### config.mk
export PLATFORM = sky130hd
export DESIGN_NAME = lm96570_spi_ctrl
export DESIGN_NICKNAME = d
export VERILOG_FILES = /design/src/rtl/lm96570_spi_ctrl.sv
export SDC_FILE = /design/constraint.sdc
export NUM_CORES = 1
export LEC_CHECK = 0
export BUFFER_PORTS_ARGS = -buffer_cell sky130_fd_sc_hd__clkbuf_2
export CAP_MARGIN = 10
export CORE_UTILIZATION = 50
export CTS_CLUSTER_DIAMETER = 100
export DETAILED_ROUTE_END_ITERATION = 10
export GPL_TIMING_DRIVEN = 0
export PLACE_DENSITY = 0.76
export SKIP_CTS_REPAIR_TIMING = 1
export SYNTH_ARGS = -nofsm -noshare
export SYNTH_HDL_FRONTEND = slang
export SYNTH_SLANG_ARGS = --single-unit
export TNS_END_PERCENT = 100
### constraint.sdc
create_clock -name clk_clk -period 7.2 [get_ports clk_clk]
set_input_delay 0.36 -clock clk_clk [delete_from_list [all_inputs] [get_ports clk_clk]]
set_output_delay 0.36 -clock clk_clk [all_outputs]
set_load 0.02 [all_outputs]
### src/rtl/lm96570_spi_ctrl.sv
// lm96570_spi_ctrl
//   SPI-style serial loader for the LM96570 beamformer. A frame of up to
//   MAX_BITS bits is shifted out LSB-first on spi_sdo/spi_sclk, followed by
//   a CLK_DIV-cycle spi_le latch pulse and a one-cycle done pulse.
//
//   Optional feature: define LM96570_SPI_READBACK_EN to capture spi_sdi on
//   every rising spi_sclk edge into a shadow frame that is copied to dout on
//   the done cycle. Without it dout is tied to 0 and spi_sdi is ignored.
//
// Ports
//   clk_clk        single clock, rising edge
//   reset_reset_n  asynchronous active-low reset
//   start          single-cycle transfer request (honoured in IDLE only)
//   din[69:0]      transmit frame, bit 0 first
//   num_of_bits    frame length, clamped to MAX_BITS
//   dout[69:0]     readback frame (bit k = k-th received bit)
//   busy / done    transfer in progress / completion pulse
//   spi_sclk, spi_sdo, spi_le  serial outputs to the device
//   spi_sdi        serial input from the device
module lm96570_spi_ctrl #(
    parameter int CLK_DIV  = 4,
    parameter int MAX_BITS = 70
) (
    input  logic        clk_clk,
    input  logic        reset_reset_n,
    input  logic        start,
    input  logic [69:0] din,
    input  logic [7:0]  num_of_bits,
    output logic [69:0] dout,
    output logic        busy,
    output logic        done,
    output logic        spi_sclk,
    output logic        spi_sdo,
    input  logic        spi_sdi,
    output logic        spi_le
);

    localparam int              FRAME_W  = 70;
    localparam int              IDX_W    = $clog2(FRAME_W);
    localparam logic [7:0]      DIV_LAST = 8'(CLK_DIV - 1);
    localparam logic [7:0]      MAX_N    = 8'(MAX_BITS);

    typedef enum logic [2:0] {IDLE, SHIFT_LO, SHIFT_HI, LATCH, DONE} state_t;

    state_t               state;
    logic                 armed;    // start captured; shifting begins next edge
    logic [FRAME_W-1:0]   sr;       // transmit shift register, sr[0] is next bit
    logic [7:0]           n_q;
    logic [7:0]           bit_cnt;
    logic [7:0]           div_cnt;
    logic [7:0]           n_clamp;
    logic                 div_tick;
    logic                 accept;
    logic                 done_set;

    assign n_clamp  = (num_of_bits > MAX_N) ? MAX_N : num_of_bits;
    assign div_tick = (div_cnt == DIV_LAST);
    assign accept   = (state == IDLE) && !armed && start;
    // Edge at which done is raised: end of LATCH, or the empty-frame shortcut.
    assign done_set = ((state == LATCH) && div_tick) ||
                      ((state == IDLE) && armed && (n_q == 8'd0));

    always_ff @(posedge clk_clk or negedge reset_reset_n) begin
        if (!reset_reset_n) begin
            state    <= IDLE;
            armed    <= 1'b0;
            sr       <= '0;
            n_q      <= '0;
            bit_cnt  <= '0;
            div_cnt  <= '0;
            busy     <= 1'b0;
            done     <= 1'b0;
            spi_sclk <= 1'b0;
            spi_sdo  <= 1'b0;
            spi_le   <= 1'b0;
        end else begin
            done <= 1'b0;
            case (state)
                IDLE: begin
                    if (armed) begin
                        // One setup cycle after the start edge so the first
                        // low phase is a full CLK_DIV cycles after busy rises.
                        armed   <= 1'b0;
                        busy    <= 1'b1;
                        div_cnt <= '0;
                        bit_cnt <= '0;
                        if (n_q == 8'd0) begin
                            state <= DONE;
                            done  <= 1'b1;
                        end else begin
                            state   <= SHIFT_LO;
                            spi_sdo <= sr[0];
                        end
                    end else if (start) begin
                        armed <= 1'b1;
                        sr    <= din;
                        n_q   <= n_clamp;
                    end
                end
                SHIFT_LO: begin
                    if (div_tick) begin
                        div_cnt  <= '0;
                        spi_sclk <= 1'b1;
                        state    <= SHIFT_HI;
                    end else begin
                        div_cnt <= div_cnt + 8'd1;
                    end
                end
                SHIFT_HI: begin
                    if (div_tick) begin
                        div_cnt  <= '0;
                        spi_sclk <= 1'b0;
                        if (bit_cnt == n_q - 8'd1) begin
                            state   <= LATCH;
                            spi_le  <= 1'b1;
                            spi_sdo <= 1'b0;
                        end else begin
                            bit_cnt <= bit_cnt + 8'd1;
                            sr      <= sr >> 1;
                            spi_sdo <= sr[1];
                            state   <= SHIFT_LO;
                        end
                    end else begin
                        div_cnt <= div_cnt + 8'd1;
                    end
                end
                LATCH: begin
                    if (div_tick) begin
                        div_cnt <= '0;
                        spi_le  <= 1'b0;
                        busy    <= 1'b0;
                        done    <= 1'b1;
                        state   <= DONE;
                    end else begin
                        div_cnt <= div_cnt + 8'd1;
                    end
                end
                DONE: begin
                    busy  <= 1'b0;
                    state <= IDLE;
                end
                default: state <= IDLE;
            endcase
        end
    end

`ifdef LM96570_SPI_READBACK_EN
    logic [FRAME_W-1:0] shadow;

    // Shadow is cleared on accept so bits beyond N read back as 0; bit k is
    // captured on the edge that raises spi_sclk for bit k.
    always_ff @(posedge clk_clk or negedge reset_reset_n) begin
        if (!reset_reset_n) begin
            shadow <= '0;
            dout   <= '0;
        end else begin
            if (accept)
                shadow <= '0;
            else if ((state == SHIFT_LO) && div_tick)
                shadow[bit_cnt[IDX_W-1:0]] <= spi_sdi;
            if (done_set)
                dout <= shadow;
        end
    end
`else
    logic unused_rb;
    assign unused_rb = spi_sdi ^ accept ^ done_set;
    assign dout      = '0;
`endif

endmodule

Word level (Yosys, flattened, before mapping)

Index checks and enable logic that the tools add are counted.

Latch bits: 0
Word-level logic and storage cells: 86
Bits in registers: 103
Output and inout port bits: 75
RAM bits: 0
Bits in read-only memories: 0
Memories: 0

Add/subtract/negate cells: 3
$mul: 0
Mux-type cells: 38
Bitwise logic cells: 1
Equal/unequal tests: 15
Reductions and logical operators: 17
Divide/modulo/power cells: 0
Shift operators: 0
Magnitude comparators: 1

Operators with widths:

| kind                  | count |
|---|---|
| $mux W70              | 4 |
| $pmux W70 S2          | 1 |
| $mux W8               | 5 |
| $pmux W8 S2           | 2 |
| $ne A2 B2 Y1 const B  | 9 |
| $add A8 B1 Y8 const B | 2 |
| $reduce_and A4 Y1     | 4 |
| $mux W3               | 5 |
| $mux W1               | 14 |
| $pmux W3 S4           | 1 |
| $reduce_and A3 Y1     | 3 |
| $eq A8 B2 Y1 const B  | 1 |
| $eq A8 B8 Y1          | 1 |
| $gt A8 B7 Y1 const B  | 1 |
| $logic_not A8 Y1      | 1 |
| $pmux W1 S2           | 4 |
| $reduce_bool A2 Y1    | 4 |
| $sub A8 B1 Y8 const B | 1 |
| $eq A3 B2 Y1 const B  | 2 |
| $reduce_and A5 Y1     | 1 |
| $eq A3 B1 Y1 const B  | 1 |
| $eq A3 B3 Y1 const B  | 1 |
| $logic_not A3 Y1      | 1 |
| $pmux W1 S3           | 1 |
| 5 further kinds       | 5 |

Logic depth before layout (Yosys ltp)

Word-level depth: 5
Gate-level depth with buffers: 9
Depth with buffers taken out: 8

Least setup slack after synthesis

OpenSTA, ideal clock, no wires.

Kind: register -> register
Start: register n_q[0]
End: register sr[46]
Data arrival time: 2.268 ns
Path slack: 4.808 ns
Buffers on the path: 1
Cell stages (with the launch flop): 10
Library setup time: 0.125 ns
Path through: dfrtp_1 inv_1 ha_1 nand2b_1 o31a_1 o211ai_1 a211oi_4 a21oi_4 buf_6 mux2_2

Word-level cells in the longest chain between the ends: 4

RTL lines:

| item                        | RTL line | text |
|---|---|---|
| start: declaration          | 48       | `logic [7:0] n_q;` |
| start signal: assignment    | 97       | `n_q <= n_clamp;` |
| $sub A8 B1 Y8               | 113      | `if (bit_cnt == n_q - 8'd1) begin` |
| $eq A8 B8 Y1                | 113      |  |
| $ne A2 B2 Y1 (no line)      | --       |  |
| $reduce_and A5 Y1 (no line) | --       |  |
| end signal: assignment      | 96       | `sr <= din;` |
| end signal: assignment      | 119      | `sr <= sr >> 1;` |
| end: declaration            | 47       | `logic [FRAME_W-1:0] sr;` |

No other way between the ends.
A chain may end at the register's enable or synchronous reset.

Worst setup path in the final report

Start: register n_q[0]
End: register sr[60]

The elaborated chain is that of the path after synthesis.

==> results.ini <==
[run_status]
status=finished, violations left
violations=DRC

[power_and_ir_drop]
seqPwrFrac=0.492
vdd_ir_drop_max_mv=0.179
p_leak_nw=3.95
p_comb_frac=0.100
internal_power_w=0.000892
swShare=0.240
power.switching_w=0.000282
cellPowerDensity_nw_per_um2=163
pwr-share-clk=0.408

[setup_path]
cp.depth=9
critical_path.top_delay_family=compound AO/OA/AOI/OAI gates
start_kind=flop
critical_path_class=flop to flop
crit_required_ps=7430
critPathCaptureType=flop
crit_buf_inv=2
max_stage_delay_ps=560
r2r_end=sr[60]$_DFFE_PN0P_
reg2reg_depth=9
reg2reg_from=n_q[0]$_DFFE_PN0P_
arrival_ps=3050
cp_max_fo=10
slowest_stage=a211oi_4
reg2reg_slack_ps=4380
cp_cell_sequence=inv_1 -> ha_1 -> nand2b_1 -> nor4_1 -> o211ai_1 -> a211oi_4 -> a21oi_4 -> buf_6 -> mux2_4

[timing]
maxSlewViolCount=0
fin_setup_tns_ps=0
fmax_ghz=0.354
fin_skew_ps=8.25
worst_pin_slew_ps=798
relSlewSlack=0.468
setup_viol_count_final=0
final-hold-violation-count=0
post-route-min-period_ps=2820
rsz0062_at_grt=no
layout_worst_path_cycle_share=0.392

[placement]
place_area_sq_um=6920
gp_congestion=0.863
place_hpwl_mm=9.45
io_buffers=85

[final_layout]
insertedDiodeCount=0
nets=915
fin_util=0.624
area_growth_pct=19.7
layout-drive-gt1-share=0.304
final_area_sq_um=7220

[synth]
syn_avg_cell_area_sq_um=9.08
async_reset_ff_frac=1.00
yosys_warnings=0
synth_seq_cells=103
synth-seq-area-share=0.427
synth_edf_count=0
synth_cells=664
dominantRegCellSynth=dfrtp_1
synth_area_sq_um=6030
synth.distinct_cells=54

[cts]
cts_buffers=9
path_clk_slew_ps=70
htreeDepth=3
cts_num_sinks=103
clock_path_buffers=2
cts-root-buf=clkbuf_16
insertion_delay_ps=350
cts_tree=done

[drt]
drc_errors=10
first_pass_iters=7
post_drt_wl_per_cell_microns=12.7
via_per_inst=4.85
drtAntennaViolNets=0
drt_iter0_drc=241
totalWireLength_mm=12.4
vias=4741

[global_routing]
track_usage=0.211
grt_pass1_wl_mm=21.2
antenna_found_initial=0
overflow=0
grt_max_degree=57
grt_pass1_vias=4562

[min_path]
hp-class=input port to async pin

[floorplan]
dieArea_sq_um=12500
die_w_microns=112
start_util=0.521
io_pins=157
die_y_microns=112
row_count=39
core_area_sq_um=11600

[flow_run]
maxCapViolCount=0

[sequential cells by signal, summed over array words and instances, names as in the netlist]
register	count
spi_sdo	1
busy	1
div_cnt	8
state	3
spi_sclk	1
done	1
spi_le	1
n_q	8
bit_cnt	8
armed	1
sr	70
[metal layers]
layer  track usage  vias to the layer above  part of all wire
met4        0.0559                        0             0.011
met5             0                        -                 0
met1         0.264                     2226              0.43
met3        0.0561                       14             0.060
li1              -                     2376                 -
met2         0.360                      125              0.50
[worst reg2reg max path, cell delays in order (launching register included)]
cell and delay (ps):
dfrtp_1 450, inv_1 100, ha_1 230, nand2b_1 120, nor4_1 300, o211ai_1 190, a211oi_4 560, a21oi_4 220
buf_6 220, mux2_4 310
[power groups by stage]
stage	Combinational [W]	Clock, W	Sequential, W
finish	0.000117	0.000478	0.000578
global route	0.000130	0.000510	0.000578
CTS	0.000117	0.000489	0.000578
detailed placement	0.000117	0	0.000589
global placement	0.000113	0	0.000590
floorplan	0.0000769	0	0.000590
[cell usage in the layout (no fill, tap or decap), types with 9 or more instances in the layout]
| cell | count |
|---|---|
| a21oi_1 | 11 |
| buf_4 | 70 |
| clkbuf_1 | 18 |
| clkbuf_16 | 9 |
| clkbuf_2 | 84 |
| conb_1 | 70 |
| dfrtp_1 | 103 |
| mux2_2 | 46 |
| mux2_4 | 23 |
| nand2_1 | 236 |
| nand3_1 | 9 |
| nor2_1 | 19 |
| nor3_1 | 9 |
| o21ai_0 | 15 |
[area by class of cell]
cell class / count / area (sq um)
fillers: 958 / 4350
multi-input cells: 522 / 2990
flip-flops and latches: 103 / 2580
plain buffers: 100 / 692
repair buffers: 86 / 455
clock buffers: 12 / 267
well taps: 143 / 179
inverters: 8 / 30.0
clock inverters: 4 / 28.8
[through the flow]
stage          instances  hold slack (ps)  worst slack, ps  power [W]
2_1_floorplan        733             64.4             4810   0.000667
3_3_place_gp         961              488             4390   0.000703
3_5_place_dp         962              492             4410   0.000706
4_1_cts              978              147             4380    0.00118
5_1_grt              978              188             4110    0.00122
6_report             978              111             4380    0.00117
[synth_stat cells, drive strengths merged, types with 4 or more instances]
library cell	instances	area share
nand2b	7	0.0073
dfrtp	103	0.43
nor2	19	0.012
xnor2	7	0.010
o21ai	15	0.012
clkbuf	18	0.011
nand3	9	0.0075
inv	8	0.0050
a31oi	4	0.0041
nor3	10	0.0091
xor2	5	0.0073
nand2	236	0.15
a21boi	4	0.0050
a21oi	12	0.012
mux2i	6	0.010
and2	4	0.0042
buf	82	0.10
mux2	69	0.14
[cell families (layout without fill, tap and decap cells)]
| logic type | after synthesis | in the layout | synth area share |
|---|---|---|---|
| XOR/XNOR | 12 | 12 | 0.0174 |
| AO/OA/AOI/OAI | 55 | 55 | 0.0623 |
| AND/OR/NAND/NOR | 307 | 307 | 0.213 |
| adder cells (fa/ha/maj) | 3 | 3 | 0.00623 |
| flip-flops | 103 | 103 | 0.427 |
| other | 1 | 70 | 0.000622 |
| buffers and inverters | 108 | 210 | 0.120 |
| multiplexers | 75 | 75 | 0.153 |
[how the worst max path moves through the flow]
stage | from | endpoint
floorplan | n_q[0]$_DFFE_PN0P_ | sr[46]$_DFFE_PN0P_
detailed placement | n_q[0]$_DFFE_PN0P_ | sr[4]$_DFFE_PN0P_
global placement | reset_reset_n | sr[19]$_DFFE_PN0P_
CTS | n_q[0]$_DFFE_PN0P_ | sr[60]$_DFFE_PN0P_
global route | div_cnt[0]$_DFFE_PN0P_ | sr[48]$_DFFE_PN0P_
finish | n_q[0]$_DFFE_PN0P_ | sr[60]$_DFFE_PN0P_
Note: power is estimated with default switching activity, not from simulation.
